==> config.mk <==
export PLATFORM = sky130hd
export DESIGN_NAME = mem_port_arbiter
export DESIGN_NICKNAME = d
export VERILOG_FILES = /design/src/rtl/riscv_mem_pkg.sv /design/src/rtl/mem_arb_watchdog.sv /design/src/rtl/mem_port_arbiter.sv
export SDC_FILE = /design/constraint.sdc
export NUM_CORES = 1
export LEC_CHECK = 0
export ABC_AREA = 1
export CELL_PAD_IN_SITES_DETAIL_PLACEMENT = 0
export CELL_PAD_IN_SITES_GLOBAL_PLACEMENT = 1
export CORE_AREA = 3 3 141 143
export CTS_BUF_LIST = sky130_fd_sc_hd__clkbuf_4 sky130_fd_sc_hd__clkbuf_8 sky130_fd_sc_hd__clkbuf_16
export CTS_CLUSTER_SIZE = 14
export DETAILED_ROUTE_END_ITERATION = 6
export DIE_AREA = 0 0 144 146
export PLACE_DENSITY = 0.95
export SLEW_MARGIN = 25
export SYNTH_ARGS = -nofsm -noshare
export SYNTH_HDL_FRONTEND = slang
export SYNTH_SLANG_ARGS = --single-unit
==> constraint.sdc <==
create_clock -name clk -period 10.7 [get_ports clk]
set_input_delay 2.14 -clock clk [delete_from_list [all_inputs] [get_ports clk]]
set_output_delay 2.14 -clock clk [all_outputs]
set_load 0.02 [all_outputs]
==> src/rtl/riscv_mem_pkg.sv <==
// Shared types for the instruction/data memory port arbiter.
// FSM states, port owner encoding and default datapath width.
package riscv_mem_pkg;

  localparam int XLEN = 32;

  typedef enum logic [1:0] {
    S_IDLE,
    S_BUSY,
    S_RESP
  } state_t;

  typedef enum logic [1:0] {
    OWN_NONE,
    OWN_IPORT,
    OWN_DPORT
  } owner_t;

endpackage

==> src/rtl/mem_arb_watchdog.sv <==
// Memory acknowledge watchdog for mem_port_arbiter.
// Counts busy cycles from 1 and flags the cycle that reaches TIMEOUT.
module mem_arb_watchdog #(
  parameter int TIMEOUT = 255
) (
  input  logic clk,
  input  logic rst,
  input  logic clear,
  input  logic enable,
  output logic expired
);

  localparam int W = $clog2(TIMEOUT + 1);
  localparam logic [W-1:0] LIMIT = W'(TIMEOUT);
  localparam logic [W-1:0] ONE = W'(1);

  logic [W-1:0] cnt_q;

  // Reload to 1 so the first busy cycle is already count 1.
  always_ff @(posedge clk or posedge rst) begin
    if (rst) begin
      cnt_q <= ONE;
    end else if (clear) begin
      cnt_q <= ONE;
    end else if (enable && cnt_q != LIMIT) begin
      cnt_q <= cnt_q + ONE;
    end
  end

  assign expired = enable && (cnt_q == LIMIT);

endmodule

==> src/rtl/mem_port_arbiter.sv <==
// Single-port memory shared by fetch and load/store, one txn in flight.
// Define MEM_ARB_RR_EN for round-robin on conflicts (else data wins).
module mem_port_arbiter
  import riscv_mem_pkg::*;
#(
  parameter int AW      = XLEN,
  parameter int DW      = XLEN,
  parameter int TIMEOUT = 255
) (
  input  logic          clk,
  input  logic          rst,
  input  logic          i_req,
  input  logic [AW-1:0] i_addr,
  output logic          i_done,
  output logic [DW-1:0] i_rdata,
  input  logic          d_req,
  input  logic          d_we,
  input  logic [AW-1:0] d_addr,
  input  logic [DW-1:0] d_wdata,
  output logic          d_done,
  output logic [DW-1:0] d_rdata,
  output logic          m_req,
  output logic          m_we,
  output logic [AW-1:0] m_addr,
  output logic [DW-1:0] m_wdata,
  input  logic          m_ack,
  input  logic [DW-1:0] m_rdata,
  output logic          stall,
  output logic          err
);

  state_t state_q, state_d;
  owner_t owner_q, owner_d;
  owner_t gnt;

  logic arb;
  logic busy;
  logic resp;
  logic expired;
  logic prefer_i;
  logic take_d;
  logic take_i;

  assign busy = (state_q == S_BUSY);
  assign resp = (state_q == S_RESP);
  assign arb  = (state_q == S_IDLE) || resp;

`ifdef MEM_ARB_RR_EN
  owner_t last_q;

  // Only contested grants move the round-robin pointer.
  always_ff @(posedge clk or posedge rst) begin
    if (rst) begin
      last_q <= OWN_IPORT;
    end else if (arb && i_req && d_req) begin
      last_q <= gnt;
    end
  end

  assign prefer_i = (last_q == OWN_DPORT);
`else
  assign prefer_i = 1'b0;
`endif

  assign take_d = arb & d_req & ~(i_req & prefer_i);
  assign take_i = arb & i_req & ~take_d;

  always_comb begin
    gnt = OWN_NONE;
    unique case (1'b1)
      take_d:  gnt = OWN_DPORT;
      take_i:  gnt = OWN_IPORT;
      default: gnt = OWN_NONE;
    endcase
  end

  always_comb begin
    state_d = state_q;
    owner_d = owner_q;
    case (state_q)
      S_IDLE, S_RESP: begin
        if (gnt != OWN_NONE) begin
          state_d = S_BUSY;
          owner_d = gnt;
        end else begin
          state_d = S_IDLE;
          owner_d = OWN_NONE;
        end
      end
      S_BUSY: begin
        if (m_ack || expired) begin
          state_d = S_RESP;
        end
      end
      default: begin
        state_d = S_IDLE;
        owner_d = OWN_NONE;
      end
    endcase
  end

  always_ff @(posedge clk or posedge rst) begin
    if (rst) begin
      state_q <= S_IDLE;
      owner_q <= OWN_NONE;
      m_we    <= 1'b0;
      m_addr  <= '0;
      m_wdata <= '0;
      i_rdata <= '0;
      d_rdata <= '0;
      err     <= 1'b0;
    end else begin
      state_q <= state_d;
      owner_q <= owner_d;
      if (gnt == OWN_DPORT) begin
        m_we    <= d_we;
        m_addr  <= d_addr;
        m_wdata <= d_wdata;
      end else if (gnt == OWN_IPORT) begin
        m_we    <= 1'b0;
        m_addr  <= i_addr;
      end
      if (busy && m_ack) begin
        if (owner_q == OWN_IPORT) begin
          i_rdata <= m_rdata;
        end
        if (owner_q == OWN_DPORT && !m_we) begin
          d_rdata <= m_rdata;
        end
      end
      // An ack in the expiry cycle still counts as a normal completion.
      if (busy && expired && !m_ack) begin
        err <= 1'b1;
      end
    end
  end

  mem_arb_watchdog #(
    .TIMEOUT(TIMEOUT)
  ) u_wdog (
    .clk    (clk),
    .rst    (rst),
    .clear  (!busy),
    .enable (busy),
    .expired(expired)
  );

  assign m_req  = busy;
  assign i_done = resp && (owner_q == OWN_IPORT);
  assign d_done = resp && (owner_q == OWN_DPORT);
  assign stall  = (i_req & ~i_done) | (d_req & ~d_done);

endmodule

==> results.py, run 1 <==
metrics = {
    "clocking": {
        "root_buffer": "clkbuf_16",
        "cts_resized": 0,
        "cts-buffers-inserted": 17,
        "cts_tree": "built",
        "cts_hold_buf": 0,
        "path_clk_slew_ps": 60,
        "clk_latency_ps": 420,
        "cts.sinks": 142,
        "h-tree-depth": 4,
        "post_cts_buffers": 0,
        "clk_path_buf_depth": 2,
    },
    "logic_synthesis": {
        "netlist_area_um2": 5977,
        "syn_inst": 707,
        "synth-async-reset-ratio_pct": 100.0,
        "synth_edf_count": 0,
        "avgSynthCellArea_um2": 8.454,
        "ys.flop_type": "dfrtp_1",
        "syn-num-nets": 842,
        "yosys_warnings": 0,
        "yosysSeqAreaShare_pct": 59.47,
        "yosys.cell_types.count": 25,
        "ys_seq_elements": 142,
    },
    "final_layout": {
        "final_core_util_pct": 50.33,
        "drive_gt1_share_pct": 4.825,
        "layout_common_cells": "nand2_1 (281), clkdlybuf4s50_1 (267), dfrtp_1 (141)",
        "layout_commonest_cell": "nand2_1",
        "final_nets": 1097,
        "syn_to_final_growth_pct": 57.53,
        "n_antenna_cell": 0,
        "fillers": 1770,
    },
    "drt": {
        "dr.pass1.iters": 4,
        "drc": 0,
        "wirelength_mm": 17.72,
        "drt-vias-per-instance": 4.534,
        "vias": 5477,
        "dr.first_iter.drc_count": 142,
        "ant_nets": 0,
        "wl_per_cell_um": 14.67,
    },
    "power": {
        "power-per-cell-area_nw_per_um2": 299.9,
        "p_leak_nw": 4.550,
        "vdd_ir_drop_max_mv": 0.1526,
    },
    "floorplanning": {
        "ios": 268,
        "die_area_um2": 21020,
        "dieWidth_um": 144,
        "die_height_um": 146,
        "num_rows": 50,
        "start_util_pct": 31.95,
        "coreArea_um2": 18710,
    },
    "sta": {
        "fin_crit_sh_pct": 52.51,
        "fin_crit_ps": 5619,
        "holdWs_ps": 468.3,
        "finalSetupTns_ps": 0,
        "tightestPinTransition_ps": 819.1,
        "slew_headroom_pct": 45.39,
        "slew_violations": 0,
        "finClkSkew_ps": 9.561,
        "rsz0062_at_grt": "false",
        "fmaxAchievable_mhz": 178.0,
        "hold_viol": 0,
        "setup_viol": 0,
    },
    "setup_path": {
        "cp_common_cell": "clkdlybuf4s50_1",
        "cp_slowest_stage_delay_ps": 630,
        "crit_start": "d_req",
        "startpoint_type": "input pin",
        "crit_end": "stall",
        "endpoint_kind": "output pin",
        "r2r_start": "state_q[0]",
        "worst-path-stages": 4,
        "reg2reg_to": "state_q[0]",
        "arrival_ps": 3480,
        "crit_required_ps": 8560,
        "rrSetupSlack_ps": 8180,
        "cp_top_family": "buffers and inverters",
        "slowest_stage": "clkdlybuf4s50_1",
        "crit_type": "in2out",
        "worstPathMaxFanout": 2,
        "crit_buf_inv": 3,
        "r2r_cells": 7,
        "path_cells": "clkdlybuf4s50_1, inv_1, o21ai_0, clkdlybuf4s50_1",
    },
    "placed_design": {
        "numPortBuffers": 267,
        "dp_hpwl_mm": 12.35,
        "gp_congestion": 0.8019,
    },
    "grt": {
        "grt_max_degree": 92,
        "antenna_found_initial": 0,
        "first_global_vias": 5364,
        "grt_pass1_wl_mm": 28.03,
        "grt_usage_pct": 16.81,
        "overflow": 0,
    },
    "status": {
        "outcome": "finished clean",
    },
    "job": {
        "maxCapViolations": 0,
    },
    "hold_path": {
        "hold_class": "reg2reg",
    },
}
==> how the worst min path moves through the flow <==
stage | start | endpoint | cells after the start | slack, ps
after global placement | m_wdata[23] | m_wdata[23] | 2 | 450
after floorplan | u_wdog.cnt_q[3] | u_wdog.cnt_q[3] | 1 | 470
final | m_wdata[13] | m_wdata[13] | 2 | 470
after detailed placement | m_wdata[21] | m_wdata[21] | 2 | 460
after CTS | m_wdata[13] | m_wdata[13] | 2 | 470
after global routing | m_addr[18] | m_addr[18] | 2 | 490
==> worst min-delay path: cells and delay by family (launching register included) <==
family | cells | cell delay (ps)
and+or+nand+nor | 2 | 90
DFF | 1 | 340
==> registers in the layout, summed over array words and instances (netlist names) <==
| signal | flops |
|---|---|
| u_wdog.cnt_q | 8 |
| m_addr | 32 |
| state_q | 2 |
| d_rdata | 32 |
| m_we | 1 |
| i_rdata | 32 |
| owner_q | 2 |
| m_wdata | 32 |
| err | 1 |
==> layer usage <==
metal | GRT usage [%] | wire [um] | up-vias
met2 | 26.61 | 8025 | 210
met1 | 20.41 | 7401 | 2546
li1 | - | - | 2706
met5 | 0 | 0 | -
met3 | 7.887 | 2047 | 15
met4 | 4.991 | 242 | 0
==> cells by family (layout without fill, tap and decap cells) <==
| kind of cell | count (synthesis) | in the layout | share of synthesized area (%) |
|---|---|---|---|
| fa+ha+maj | 1 | 1 | 0.2093 |
| compound gates | 138 | 138 | 11.64 |
| buf+inv | 114 | 381 | 7.892 |
| flops | 142 | 142 | 59.47 |
| simple gates | 312 | 312 | 20.79 |
==> cell type report <==
class,count,area (um^2),share of cell area [%]
clock buffers,19,452.9,4.811
clock inverters,12,160.2,1.701
inverters,79,301.5,3.203
multi-input cells,451,1951,20.72
flip-flops and latches,142,3555,37.75
well taps,234,292.8,3.110
repair buffers,271,2703,28.70
==> synth_stat cells, types with 2 or more instances <==
cell type,count,share of area [%]
nand3_1,8,0.67
o21ai_0,63,5.3
nor2_1,15,0.94
inv_1,76,4.8
dfrtp_1,141,59
clkbuf_1,14,0.88
o21ai_1,71,5.9
buf_6,3,0.57
nor2_4,2,0.38
buf_2,17,1.4
inv_2,3,0.19
nand2_1,281,18
==> per-stage QoR <==
stage	instance area (um^2)	setup WS, ps	instances	total power [W]
after global placement	8802	5079	1177	0.002214
after floorplan	5977	4752	707	0.001579
after detailed placement	8802	5081	1177	0.002237
after global routing	9415	5061	1208	0.003014
final	9415	5081	1208	0.002824
after CTS	9415	5081	1208	0.002867
==> power by group <==
part / switching, W / internal (W) / total [W]
logic: 0.000723 / 0.000574 / 0.00130
registers: 0.000132 / 0.000783 / 0.000915
clock network: 0.000232 / 0.000380 / 0.000612
Note: power is estimated with default switching activity, not from simulation.
==> run 2: changes to the inputs <==
Settings changed: CORE_AREA 3 3 141 143 to 3 3 146 148, DIE_AREA 0 0 144 146 to 0 0 149 151, PLACE_DENSITY 0.95 to 0.9.
Clock period 10.7 ns to 5.3 ns, I/O delays scaled along.
==> results.py, run 2 (synthesis gave the netlist of run 1 again) <==
metrics = {
    "status": {
        "outcome": "finished clean",
    },
    "sta": {
        "fin_crit_sh_pct": 65.69,
        "hold_viol": 0,
        "fmaxAchievable_mhz": 287.2,
        "finalSetupTns_ps": 0,
        "finClkSkew_ps": 7.420,
        "rsz0062_at_grt": "false",
        "slew_headroom_pct": 46.19,
        "setup_viol": 0,
        "slew_violations": 0,
        "fin_crit_ps": 3482,
        "holdWs_ps": 468.4,
        "tightestPinTransition_ps": 805.2,
    },
    "clocking": {
        "cts_tree": "built",
        "cts_hold_buf": 0,
        "root_buffer": "clkbuf_16",
        "cts.sinks": 142,
        "clk_latency_ps": 410,
        "post_cts_buffers": 0,
        "cts-buffers-inserted": 17,
        "clk_path_buf_depth": 2,
        "path_clk_slew_ps": 60,
        "cts_resized": 0,
        "h-tree-depth": 4,
    },
    "setup_path": {
        "r2r_cells": 7,
        "arrival_ps": 2420,
        "endpoint_kind": "output pin",
        "r2r_start": "state_q[0]",
        "crit_type": "in2out",
        "startpoint_type": "input pin",
        "rrSetupSlack_ps": 3030,
        "worstPathMaxFanout": 2,
        "reg2reg_to": "m_addr[6]",
        "crit_required_ps": 4240,
    },
    "drt": {
        "dr.first_iter.drc_count": 265,
        "ant_nets": 0,
        "wirelength_mm": 18.31,
        "wl_per_cell_um": 14.72,
        "vias": 5490,
        "dr.pass1.iters": 4,
        "drt-vias-per-instance": 4.413,
        "drc": 0,
    },
    "power": {
        "seqPwrFrac_pct": 32.5,
        "p_sw_w": 0.002213,
        "switching_share_pct": 38.72,
        "p_leak_nw": 4.544,
        "vdd_ir_drop_max_mv": 0.3050,
        "p_int_w": 0.003502,
        "p_clk_share_pct": 21.8,
        "p_comb_share_pct": 45.7,
        "power-per-cell-area_nw_per_um2": 603.6,
    },
    "hold_path": {
        "min_from": "m_wdata[26]",
        "hold_class": "reg2reg",
        "hold_path_depth": 2,
        "min_to": "m_wdata[26]",
    },
    "grt": {
        "antenna_found_initial": 0,
        "first_global_vias": 5507,
        "grt_usage_pct": 15.99,
        "grt_max_degree": 80,
        "grt_pass1_wl_mm": 28.72,
        "overflow": 0,
    },
    "final_layout": {
        "layout_commonest_cell": "nand2_1",
        "syn_to_final_growth_pct": 58.40,
        "final_nets": 1097,
        "stdcell_count": 1244,
        "final_core_util_pct": 46.94,
        "n_antenna_cell": 0,
        "layout_common_cells": "nand2_1 (281), clkdlybuf4s50_1 (267), dfrtp_1 (141)",
        "fillers": 1921,
        "drive_gt1_share_pct": 4.825,
    },
    "floorplanning": {
        "die_height_um": 151,
        "ios": 268,
        "dieWidth_um": 149,
        "num_rows": 52,
        "die_area_um2": 22500,
        "coreArea_um2": 20170,
        "start_util_pct": 29.63,
    },
    "placed_design": {
        "dp_hpwl_mm": 12.47,
        "dp_cells": 1213,
        "gp_congestion": 0.7676,
        "numPortBuffers": 267,
    },
    "job": {
        "maxCapViolations": 0,
    },
}
## run 2: cell count changes in the layout (fill, tap and decap cells not counted), sizes merged
cell	before	now
clkinv	5	3
clkinvlp	1	3
## run 2: layer usage
metal  routed length [um]  vias up  track usage [%]
met5                    0        -                0
met4                  242        0            4.531
met3                 2136       14            6.852
met2                 8098      240            24.80
met1                 7835     2527            20.49
li1                     -     2709                -
## run 2: worst max-delay path: stages
cell,delay (ps)
clkdlybuf4s50_1,480
inv_1,90
o21ai_0,160
clkdlybuf4s50_1,630
## run 2: worst max-delay path by stage
stage / start / end / slack [ps]
after floorplan: rst / d_rdata[0] / 430
after global placement: d_req / stall / 1820
after detailed placement: d_req / m_addr[30] / 1760
after CTS: d_req / stall / 1800
after global routing: d_req / stall / 1690
final: d_req / stall / 1820
## run 2: area by class of cell
type                       instances  area [um^2]  area share, %
clock buffer                      19        446.7          4.718
tap                              270        337.8          3.568
clock inverter                    12        161.4          1.705
inverter                          79        301.5          3.185
timing repair buffer             271         2715          28.68
sequential                       142         3555          37.54
multi-input combinational        451         1951          20.60
## run 2: through the flow
step | cell area (um^2) | total power (W) | setup WS (ps)
floorplan | 5977 | 0.003187 | 432.1
global placement | 8860 | 0.004465 | 1821
detailed placement | 8860 | 0.004513 | 1765
CTS | 9468 | 0.005803 | 1798
global route | 9468 | 0.006115 | 1695
finish | 9468 | 0.005715 | 1818
## run 2: power groups by stage
stage / clock network [W] / registers, W / logic (W)
2_1_floorplan: 0 / 0.00243 / 0.000756
3_3_place_gp: 0 / 0.00186 / 0.00260
3_5_place_dp: 0 / 0.00187 / 0.00264
4_1_cts: 0.00129 / 0.00186 / 0.00265
5_1_grt: 0.00135 / 0.00192 / 0.00285
6_report: 0.00125 / 0.00186 / 0.00261
